File: src/rtl/fpu_wb_pkg.sv
// Shared types and helpers for the Wishbone front-end of the FPU register file.
package fpu_wb_pkg;

  typedef enum logic [2:0] {IDLE, WAIT, RMW_RD, WRITE, READ, ACK} wb_state_e;

  localparam logic [31:0] DEF_BASE_ADDR  = 32'h3000_0000;
  localparam logic [7:0]  REG_RESULT_OFS = 8'h10;

  // Byte-lane merge: selected lanes come from the bus, the rest keep the register contents.
  function automatic logic [31:0] merge_lanes(input logic [31:0] old_w,
                                              input logic [31:0] new_w,
                                              input logic [3:0]  sel);
    logic [31:0] res;
    res = old_w;
    for (int i = 0; i < 4; i++)
      if (sel[i]) res[8*i +: 8] = new_w[8*i +: 8];
    return res;
  endfunction

endpackage

File: src/rtl/fpu_wb_watchdog.sv
// Wait-state watchdog: counts while enabled, flags the last allowed WAIT cycle.
module fpu_wb_watchdog #(
  parameter int TIMEOUT_CYC = 64
) (
  input  logic clk,
  input  logic rst,
  input  logic clr,
  input  logic en,
  output logic expired
);
  localparam int CW = (TIMEOUT_CYC > 2) ? $clog2(TIMEOUT_CYC) : 1;

  logic [CW-1:0] cnt;

  always_ff @(posedge clk) begin
    if (rst || clr)          cnt <= '0;
    else if (en && !expired) cnt <= cnt + 1'b1;
  end

  assign expired = (cnt == CW'(TIMEOUT_CYC - 1));

endmodule

File: src/rtl/fpu_wb_slave.sv
// Wishbone classic slave for the FPU register file: window decode, full-word writes
// (partial writes via read-modify-write) and stalling while div/sqrt is busy.
module fpu_wb_slave
  import fpu_wb_pkg::*;
#(
  parameter logic [31:0] BASE_ADDR   = DEF_BASE_ADDR,
  parameter int          ADDR_BITS   = 8,
  parameter logic [7:0]  RESULT_OFS  = REG_RESULT_OFS,
  parameter int          TIMEOUT_CYC = 64
) (
  input  logic        clk,
  input  logic        rst,
  input  logic        wbs_cyc_i,
  input  logic        wbs_stb_i,
  input  logic        wbs_we_i,
  input  logic [3:0]  wbs_sel_i,
  input  logic [31:0] wbs_adr_i,
  input  logic [31:0] wbs_dat_i,
  output logic        wbs_ack_o,
  output logic [31:0] wbs_dat_o,
  output logic        fpu_wren,
  output logic [31:0] fpu_addr,
  output logic [31:0] fpu_wrdata,
  input  logic [31:0] fpu_rddata,
  input  logic        fpu_busy,
  input  logic        fpu_done,
  output logic        timeout
);

  wb_state_e   state, state_d;
  logic        we_q, tmo_q;
  logic [3:0]  sel_q;
  logic [31:0] dat_q, rd_q;
  logic        live, req, hit, wd_exp;

  assign live = wbs_cyc_i & wbs_stb_i;
  assign req  = live & (|wbs_sel_i);
  assign hit  = (wbs_adr_i[31:ADDR_BITS] == BASE_ADDR[31:ADDR_BITS]);

  function automatic wb_state_e op_state(input logic we, input logic [3:0] sel);
    if (!we)           return READ;
    if (sel == 4'hF)   return WRITE;
    return RMW_RD;
  endfunction

  fpu_wb_watchdog #(.TIMEOUT_CYC(TIMEOUT_CYC)) u_wd (
    .clk     (clk),
    .rst     (rst),
    .clr     (state != WAIT),
    .en      (state == WAIT),
    .expired (wd_exp)
  );

  always_comb begin
    state_d = state;
    case (state)
      IDLE:   if (req) begin
                if (!hit)         state_d = ACK;
                else if (fpu_busy) state_d = WAIT;
                else              state_d = op_state(wbs_we_i, wbs_sel_i);
              end
      // Completion beats expiry when both land in the same cycle.
      WAIT:   if (!live)                      state_d = IDLE;
              else if (fpu_done || !fpu_busy) state_d = op_state(we_q, sel_q);
              else if (wd_exp)                state_d = ACK;
      RMW_RD: state_d = live ? WRITE : IDLE;
      WRITE:  state_d = live ? ACK : IDLE;
      READ:   state_d = live ? ACK : IDLE;
      ACK:    state_d = IDLE;
      default: state_d = IDLE;
    endcase
  end

  always_ff @(posedge clk) begin
    if (rst) begin
      state      <= IDLE;
      we_q       <= 1'b0;
      sel_q      <= '0;
      dat_q      <= '0;
      rd_q       <= '0;
      tmo_q      <= 1'b0;
      fpu_addr   <= '0;
      fpu_wrdata <= '0;
    end else begin
      state <= state_d;
      case (state)
        IDLE: if (req) begin
          we_q  <= wbs_we_i;
          sel_q <= wbs_sel_i;
          dat_q <= wbs_dat_i;
          rd_q  <= '0;
          tmo_q <= 1'b0;
          if (hit) fpu_addr <= 32'(wbs_adr_i[ADDR_BITS-1:0]);
          if (state_d == WRITE) fpu_wrdata <= wbs_dat_i;
        end
        WAIT: begin
          if (state_d == WRITE) fpu_wrdata <= dat_q;
          if (state_d == ACK)   tmo_q <= 1'b1;
        end
        RMW_RD: fpu_wrdata <= merge_lanes(fpu_rddata, dat_q, sel_q);
        READ:   rd_q <= fpu_rddata;
        default: ;
      endcase
    end
  end

  assign wbs_ack_o = (state == ACK);
  assign wbs_dat_o = wbs_ack_o ? rd_q : '0;
  assign fpu_wren  = (state == WRITE);
  assign timeout   = wbs_ack_o & tmo_q;

endmodule
File: config.mk
export PLATFORM = sky130hd
export DESIGN_NAME = fpu_wb_slave
export DESIGN_NICKNAME = d
export VERILOG_FILES = /design/src/rtl/fpu_wb_pkg.sv /design/src/rtl/fpu_wb_watchdog.sv /design/src/rtl/fpu_wb_slave.sv
export SDC_FILE = /design/constraint.sdc
export NUM_CORES = 1
export LEC_CHECK = 0
export CAP_MARGIN = 5
export CORE_ASPECT_RATIO = 1.25
export CORE_UTILIZATION = 40
export CTS_CLUSTER_DIAMETER = 80
export DETAILED_ROUTE_END_ITERATION = 10
export PLACE_DENSITY = 0.72
export SYNTH_ARGS = -nofsm -noshare
export SYNTH_HDL_FRONTEND = slang
export SYNTH_SLANG_ARGS = --single-unit
File: constraint.sdc
create_clock -name clk -period 2.3 [get_ports clk]
set_input_delay 0.46 -clock clk [delete_from_list [all_inputs] [get_ports clk]]
set_output_delay 0.46 -clock clk [all_outputs]
set_load 0.01 [all_outputs]
==> results of run 1 <==
-- sequential cells by signal (all words and copies together), names as in the netlist --
register    flops
dat_q          32
fpu_wrdata     32
rd_q           32
fpu_addr        8
u_wd.cnt        6
sel_q           4
state           3
tmo_q           1
we_q            1
-- worst min path at each step --
stage,endpoint,startpoint,slack (ns),cells past startpoint
finish,dat_q[10],dat_q[10],0.45,2
global route,dat_q[13],dat_q[13],0.47,2
CTS,dat_q[13],dat_q[13],0.45,2
detailed placement,dat_q[5],dat_q[5],0.45,2
global placement,dat_q[6],dat_q[6],0.44,2
floorplan,dat_q[0],dat_q[0],0.44,2
-- placed cells by master, fill, tap and decap left out, types with 2 or more instances in the layout --
cell | netlist | layout
clkbuf_1 | 36 | 3
nand3_1 | 35 | 35
dlymetal6s2s_1 | 0 | 16
and2_1 | 4 | 4
nand4b_1 | 2 | 2
a222oi_1 | 32 | 32
clkdlybuf4s50_1 | 0 | 136
dlygate4sd2_1 | 0 | 28
a31oi_1 | 3 | 3
nor3_2 | 1 | 4
o31ai_1 | 2 | 2
mux2_2 | 2 | 2
and2b_1 | 6 | 6
a21oi_1 | 79 | 79
dfxtp_4 | 0 | 2
xnor2_1 | 2 | 2
clkbuf_8 | 2 | 4
and3_1 | 35 | 35
nand3b_1 | 6 | 6
nor2b_1 | 26 | 24
mux2i_1 | 9 | 9
dfxtp_1 | 119 | 116
o21ai_0 | 4 | 4
nor4_2 | 3 | 5
mux2_4 | 30 | 30
or3_1 | 3 | 3
nor2_1 | 51 | 51
buf_12 | 2 | 5
bufinv_16 | 0 | 2
nand4_2 | 2 | 2
clkinv_2 | 0 | 2
a21o_1 | 2 | 2
clkbuf_16 | 0 | 20
conb_1 | 1 | 24
nand2b_1 | 3 | 3
nor3_1 | 6 | 3
buf_4 | 24 | 39
clkinvlp_4 | 0 | 2
nand2_1 | 112 | 112
and2b_2 | 5 | 5
-- power groups by stage --
stage	sequential, mW	clock, mW	combinational (mW)
global route	2.16	2.77	0.676
floorplan	2.18	0	0.323
finish	2.15	2.63	0.622
detailed placement	2.19	0	0.613
CTS	2.15	2.68	0.615
global placement	2.19	0	0.607
-- per-stage QoR --
step                      setup WS, ns  TNS (ns)
final                           0.0568         0
after global routing           -0.0261    -0.344
after CTS                      -0.0569    -0.367
after detailed placement        -0.421    -19.13
after global placement          -0.402    -16.97
after floorplan                  0.167         0
-- synthesized netlist by cell type, types with 5 or more instances --
| cell type | instances |
|---|---|
| and2b_2 | 5 |
| nand2_1 | 112 |
| buf_2 | 8 |
| a222oi_1 | 32 |
| nand3_1 | 35 |
| nor2_1 | 51 |
| mux2i_1 | 9 |
| clkbuf_1 | 36 |
| nor3_1 | 6 |
| and3_1 | 35 |
| a21oi_1 | 79 |
| mux2_4 | 30 |
| and2b_1 | 6 |
| nor2b_1 | 26 |
| buf_4 | 24 |
| dfxtp_1 | 119 |
| nand3b_1 | 6 |
-- cell type report --
type	count	area, um2
Timing Repair Buffer	228	2290
Fill cell	1257	5710
Tap cell	178	223
Clock buffer	24	492
Clock inverter	7	93.8
Sequential cell	119	2390
Multi-Input combinational cell	507	3210
-- worst max-delay path, delay by kind of cell --
family	cells	cell delay (ns)
buffers and inverters	3	0.71
AND/OR/NAND/NOR	2	0.55
AO/OA/AOI/OAI	2	0.51
multiplexers	1	0.30
-- what timing repair did --
item,4_1_cts,5_1_grt
endpoints found under the setup margin,46,39
resized for setup,34,24
gates cloned,0,3
hold buffers,0,0
pin swaps,0,7
endpoints found under the hold margin,0,0
buffers inserted,0,3
-- layer usage --
| metal | wire length [um] | part of all wire (%) | up-vias |
|---|---|---|---|
| met5 | 0 | 0 | - |
| met4 | 238 | 1.4 | 0 |
| met3 | 1180 | 6.8 | 18 |
| met2 | 8750 | 50 | 271 |
| met1 | 7310 | 42 | 2685 |
| li1 | - | - | 2752 |
-- kinds of logic (layout without fill, tap and decap cells) --
group / Yosys count / in the layout
other cells: 1 / 24
flops: 119 / 119
mux: 41 / 41
fa+ha+maj: 1 / 1
compound gates: 128 / 128
buf+inv: 77 / 259
simple gates: 311 / 311
xor+xnor: 2 / 2
==> run_results.csv, run 1 <==
group,metric,value,unit
finish,diodes,0,
finish,fin_area,8700,um2
global_routing,grt_util_met2,39.2,%
yosys,syn-cell-area,5910,um2
yosys,synthMuxAreaShare,9.52,%
finish,nNetsFinal,981,
die,fp.dieW,111,um
global_routing,top_usage_layer,"met2",
placed_design,io_buffers,181,
yosys,ys_seq_area_share,40.3,%
cts,cts_tree,"yes",
global_routing,met3_usage,6.25,%
pwr,internal_power,4.13,mW
yosys,synthFlopType,"dfxtp_1",
cts,cts_max_level,4,
finish,final_util,60.4,%
finish,layout.cells.non_filler,1063,
drt,routed_wl,17500,um
cts,clock_path_buffers,2,
worst_setup_path,crit_path_start,"wbs_adr_i[10]",
timing,finalHoldViolations,0,
pwr,comb_power_share,11.5,%
timing,setup_viol,0,
finish,drive_gt1_share,15.7,%
drt,wl_per_cell,16.4,um
worst_setup_path,critPathMaxStageDelay,0.41,ns
yosys,synth_edf_count,0,
placed_design,dp_cells,1026,
die,die_area,15300,um2
yosys,synth_xor_area_share,0.296,%
cts,clock-root-buffer,"clkbuf_16",
global_routing,grt.overflow.total,0,
timing,tightest_slew,0.905,ns
drt,via_count,5726,
placed_design,placed_area,7940,um2
yosys,synthSimpleGateAreaFrac,26.9,%
timing,slew_violations,0,
worst_setup_path,critical_path_required,2.59,ns
worst_setup_path,crit_path_end_kind,"flip-flop",
outcome,outcome,"completed",
yosys,synth_top_family_by_area,"simple AND/OR/NAND/NOR gates",
global_routing,grt_first_pass_wirelength,27100,um
drt,firstDrtPassIters,8,
worst_setup_path,cp_cell_sequence,"clkdlybuf4s50_1 -> nor4_2 -> nand4_2 -> o41ai_4 -> o2bb2ai_4 -> buf_12 -> clkbuf_16 -> mux2_4",
timing,post-route-period-util,97.5,%
cts,clk_pin_slew,0.05,ns
cts,cts_buffers,17,
timing,timing.fmax,446,MHz
worst_setup_path,worstSetupPathType,"input port to flip-flop",
drt,ant_nets,0,
worst_setup_path,crit_slowest_cell,"clkdlybuf4s50_1",
worst_setup_path,reg2reg_depth,7,
yosys,ys_top_cells_by_area,"dfxtp_1 40%, mux2_4 7.6%, nand2_1 7.1%",
pwr,switching_power,1.28,mW
timing,clock_skew,0.00727,ns
pwr,vdd.ir_drop.worst,0.417,mV
drt,vias_per_cell,5.39,
die,start_util,41.0,%
global_routing,first_global_vias,5362,
flow_run,max_cap_viol_count,0,
die,die_y,138,um
yosys,yosysTopAreaCell,"dfxtp_1",
cts,cts_sinks,119,
worst_setup_path,critPathArrivalTime,2.54,ns
global_routing,met1_usage,26.2,%
die,ios,206,
worst_setup_path,reg2reg_slack,0.15,ns
min_path,min_path_type,"flip-flop to flip-flop",
drt,drcViolationCount,0,
die,rows,49,
yosys,synth_compound_area_share,14.8,%
pwr,p_total,5.40,mW
timing,whs,0.453,ns
worst_setup_path,r2r_end,"fpu_wrdata[18]",
yosys,async_flop_share,0,%
global_routing,antenna_found_initial,0,
yosys,yosys_warnings,0,
pwr,pwr-share-seq,39.8,%
pwr,p_sw_share,23.6,%
cts,clk_latency,0.41,ns
die,coreArea,14400,um2
pwr,leakagePower,3.80,nW
yosys,synthDominantCellAreaShare,40.3,%
worst_setup_path,startpoint_type,"input port",
timing,relSlewSlack,39.2,%
worst_setup_path,timing.rr.start,"sel_q[2]",
pwr,power.density,621,nW/um2
yosys,ys_seq_elements,119,
yosys,synth_fa_ha_area_share,0.212,%
drt,drt_iter0_markers,455,
global_routing,grt_max_degree,80,
placed_design,hpwl,11900,um
pwr,power_frac_clock,48.7,%
global_routing,track_usage,22.4,%
placed_design,gp_congestion,0.810,
finish,area_delta_synth_final,47.2,%
worst_setup_path,path_max_fanout,8,
yosys,postSynthAreaPerCell,8.69,um2
yosys,synth_cells,680,
worst_setup_path,cp-endpoint,"fpu_wrdata[18]",
yosys,netlist-cell-type-count,53,
timing,period_needed,2.24,ns
No activity file was read; power rests on OpenSTA's default activity.
==> run 2: changes to the inputs <==
--- a/config.mk
+++ b/config.mk
@@ -7,10 +7,10 @@
 export LEC_CHECK = 0
 export CAP_MARGIN = 5
 export CORE_ASPECT_RATIO = 1.25
-export CORE_UTILIZATION = 40
+export CORE_UTILIZATION = 35
 export CTS_CLUSTER_DIAMETER = 80
 export DETAILED_ROUTE_END_ITERATION = 10
-export PLACE_DENSITY = 0.72
+export PLACE_DENSITY = 0.66
 export SYNTH_ARGS = -nofsm -noshare
 export SYNTH_HDL_FRONTEND = slang
 export SYNTH_SLANG_ARGS = --single-unit
==> run_results.csv, run 2 (synthesis results as in run 1) <==
group,metric,value,unit
drt,routed_wl,17800,um
timing,rsz0062_at_grt,"no",
placed_design,placed_area,8000,um2
worst_setup_path,startpoint_type,"input port",
min_path,min_path_type,"flip-flop to flip-flop",
worst_setup_path,crit_path_end_kind,"flip-flop",
min_path,hold_depth,2,
placed_design,dp_cells,1059,
pwr,power.density,635,nW/um2
die,coreArea,16300,um2
finish,multi_input_area,3200,um2
cts,cts_max_level,4,
finish,area_delta_synth_final,46.6,%
timing,finalHoldViolations,0,
cts,clk_latency,0.42,ns
die,die_y,147,um
global_routing,antenna_found_initial,0,
outcome,outcome,"completed",
pwr,p_total,5.50,mW
timing,period_needed,2.24,ns
timing,tns,0,ns
finish,reg_top3,"dat_q (32), fpu_wrdata (32), rd_q (32)",
die,fp.dieW,118,um
global_routing,first_global_vias,5447,
worst_setup_path,critPathArrivalTime,2.54,ns
worst_setup_path,reg2reg_slack,0.19,ns
finish,nNetsFinal,974,
finish,final_util,53.1,%
cts,clock-root-buffer,"clkbuf_16",
worst_setup_path,reg2reg_depth,6,
timing,post-route-period-util,97.4,%
drt,firstDrtPassIters,7,
drt,drt_iter0_markers,397,
cts,clk_pin_slew,0.05,ns
die,start_util,36.2,%
finish,diodes,0,
drt,wl_per_cell,16.2,um
finish,layout.cells.non_filler,1095,
timing,slew_violations,0,
pwr,vdd.ir_drop.worst,0.409,mV
global_routing,track_usage,20.2,%
timing,tightest_slew,0.919,ns
drt,vias_per_cell,5.10,
drt,ant_nets,0,
die,rows,52,
global_routing,grt_max_degree,54,
placed_design,io_buffers,181,
cts,cts_buffers,17,
worst_setup_path,critical_path_required,2.60,ns
die,ios,206,
placed_design,gp_congestion,0.796,
drt,via_count,5586,
timing,relSlewSlack,38.3,%
timing,timing.fmax,447,MHz
cts,clock_path_buffers,2,
global_routing,grt.overflow.total,0,
cts,cts_sinks,119,
timing,clock_skew,0.00817,ns
finish,num-fill-cells,1509,
worst_setup_path,worstSetupPathType,"input port to flip-flop",
cts,cts_tree,"yes",
flow_run,max_cap_viol_count,0,
finish,final_common_cell,"clkdlybuf4s50_1",
global_routing,grt_first_pass_wirelength,27600,um
finish,drive_gt1_share,15.5,%
drt,drcViolationCount,0,
worst_setup_path,path_max_fanout,16,
finish,fin_area,8670,um2
finish,seq_area,2390,um2
timing,setup_viol,0,
die,die_area,17400,um2
placed_design,hpwl,12200,um
finish,mostFrequentLayoutCells,"145 x clkdlybuf4s50_1, 116 x dfxtp_1, 112 x nand2_1",
pwr,leakagePower,3.60,nW
-- run 2: cell types whose count changed in the layout (fill, tap and decap cells not counted), sizes merged --
cell / delta
buf: -5
bufinv: +1
clkbuf: -7
clkdlybuf4s50: +9
clkinv: +3
clkinvlp: +1
dlygate4sd2: +6
dlymetal6s2s: -15
inv: +1
-- run 2: repair_timing --
action / in CTS / in global routing
pin swaps: 0 / 1
hold endpoints to repair: 0 / 0
setup buffers: 0 / 3
hold buffers: 0 / 0
cloned: 0 / 1
setup endpoints to repair: 43 / 33
gates resized for setup: 40 / 8
-- run 2: stage by stage --
stage / setup slack (ns) / hold slack, ns
after floorplan: 0.167 / 0.436
after global placement: -0.350 / 0.441
after detailed placement: -0.377 / 0.448
after CTS: 0.00557 / 0.455
after global routing: 0.00595 / 0.472
final: 0.0607 / 0.454
-- run 2: power by group --
group	internal, mW	switching [mW]	leakage, nW
clock	1.75	0.962	0.295
combinational	0.324	0.318	2.34
sequential	2.12	0.0324	0.965
total	4.19	1.31	3.60
-- run 2: routing by layer --
layer | vias to the layer above | routed length, um | global-route usage, %
li1 | 2735 | - | -
met1 | 2603 | 7330 | 23.0
met3 | 23 | 1150 | 5.40
met4 | 0 | 330 | 9.10
met2 | 225 | 8940 | 35.2
met5 | - | 0 | 0
-- run 2: cell type report --
class                           instances  area share (%)
Sequential cell                       119            27.6
Clock inverter                         13            1.75
Tap cell                              216            3.12
Multi-Input combinational cell        507            36.9
Timing Repair Buffer                  221            25.4
Clock buffer                           19            5.23
-- run 2: worst paths after layout --
| path | startpoint | end |
|---|---|---|
| max | wbs_adr_i[15] | fpu_wrdata[0] |
| min | dat_q[1] | dat_q[1] |
| max reg2reg | state[1] | fpu_wrdata[30] |
| min reg2reg | dat_q[1] | dat_q[1] |
-- run 2: critical path: stages --
cell and delay [ns]:
clkdlybuf4s50_1 0.39, nor4_1 0.33, nand4_2 0.21, o41ai_4 0.42, o2bb2ai_4 0.19, buf_12 0.21, mux2_4 0.31
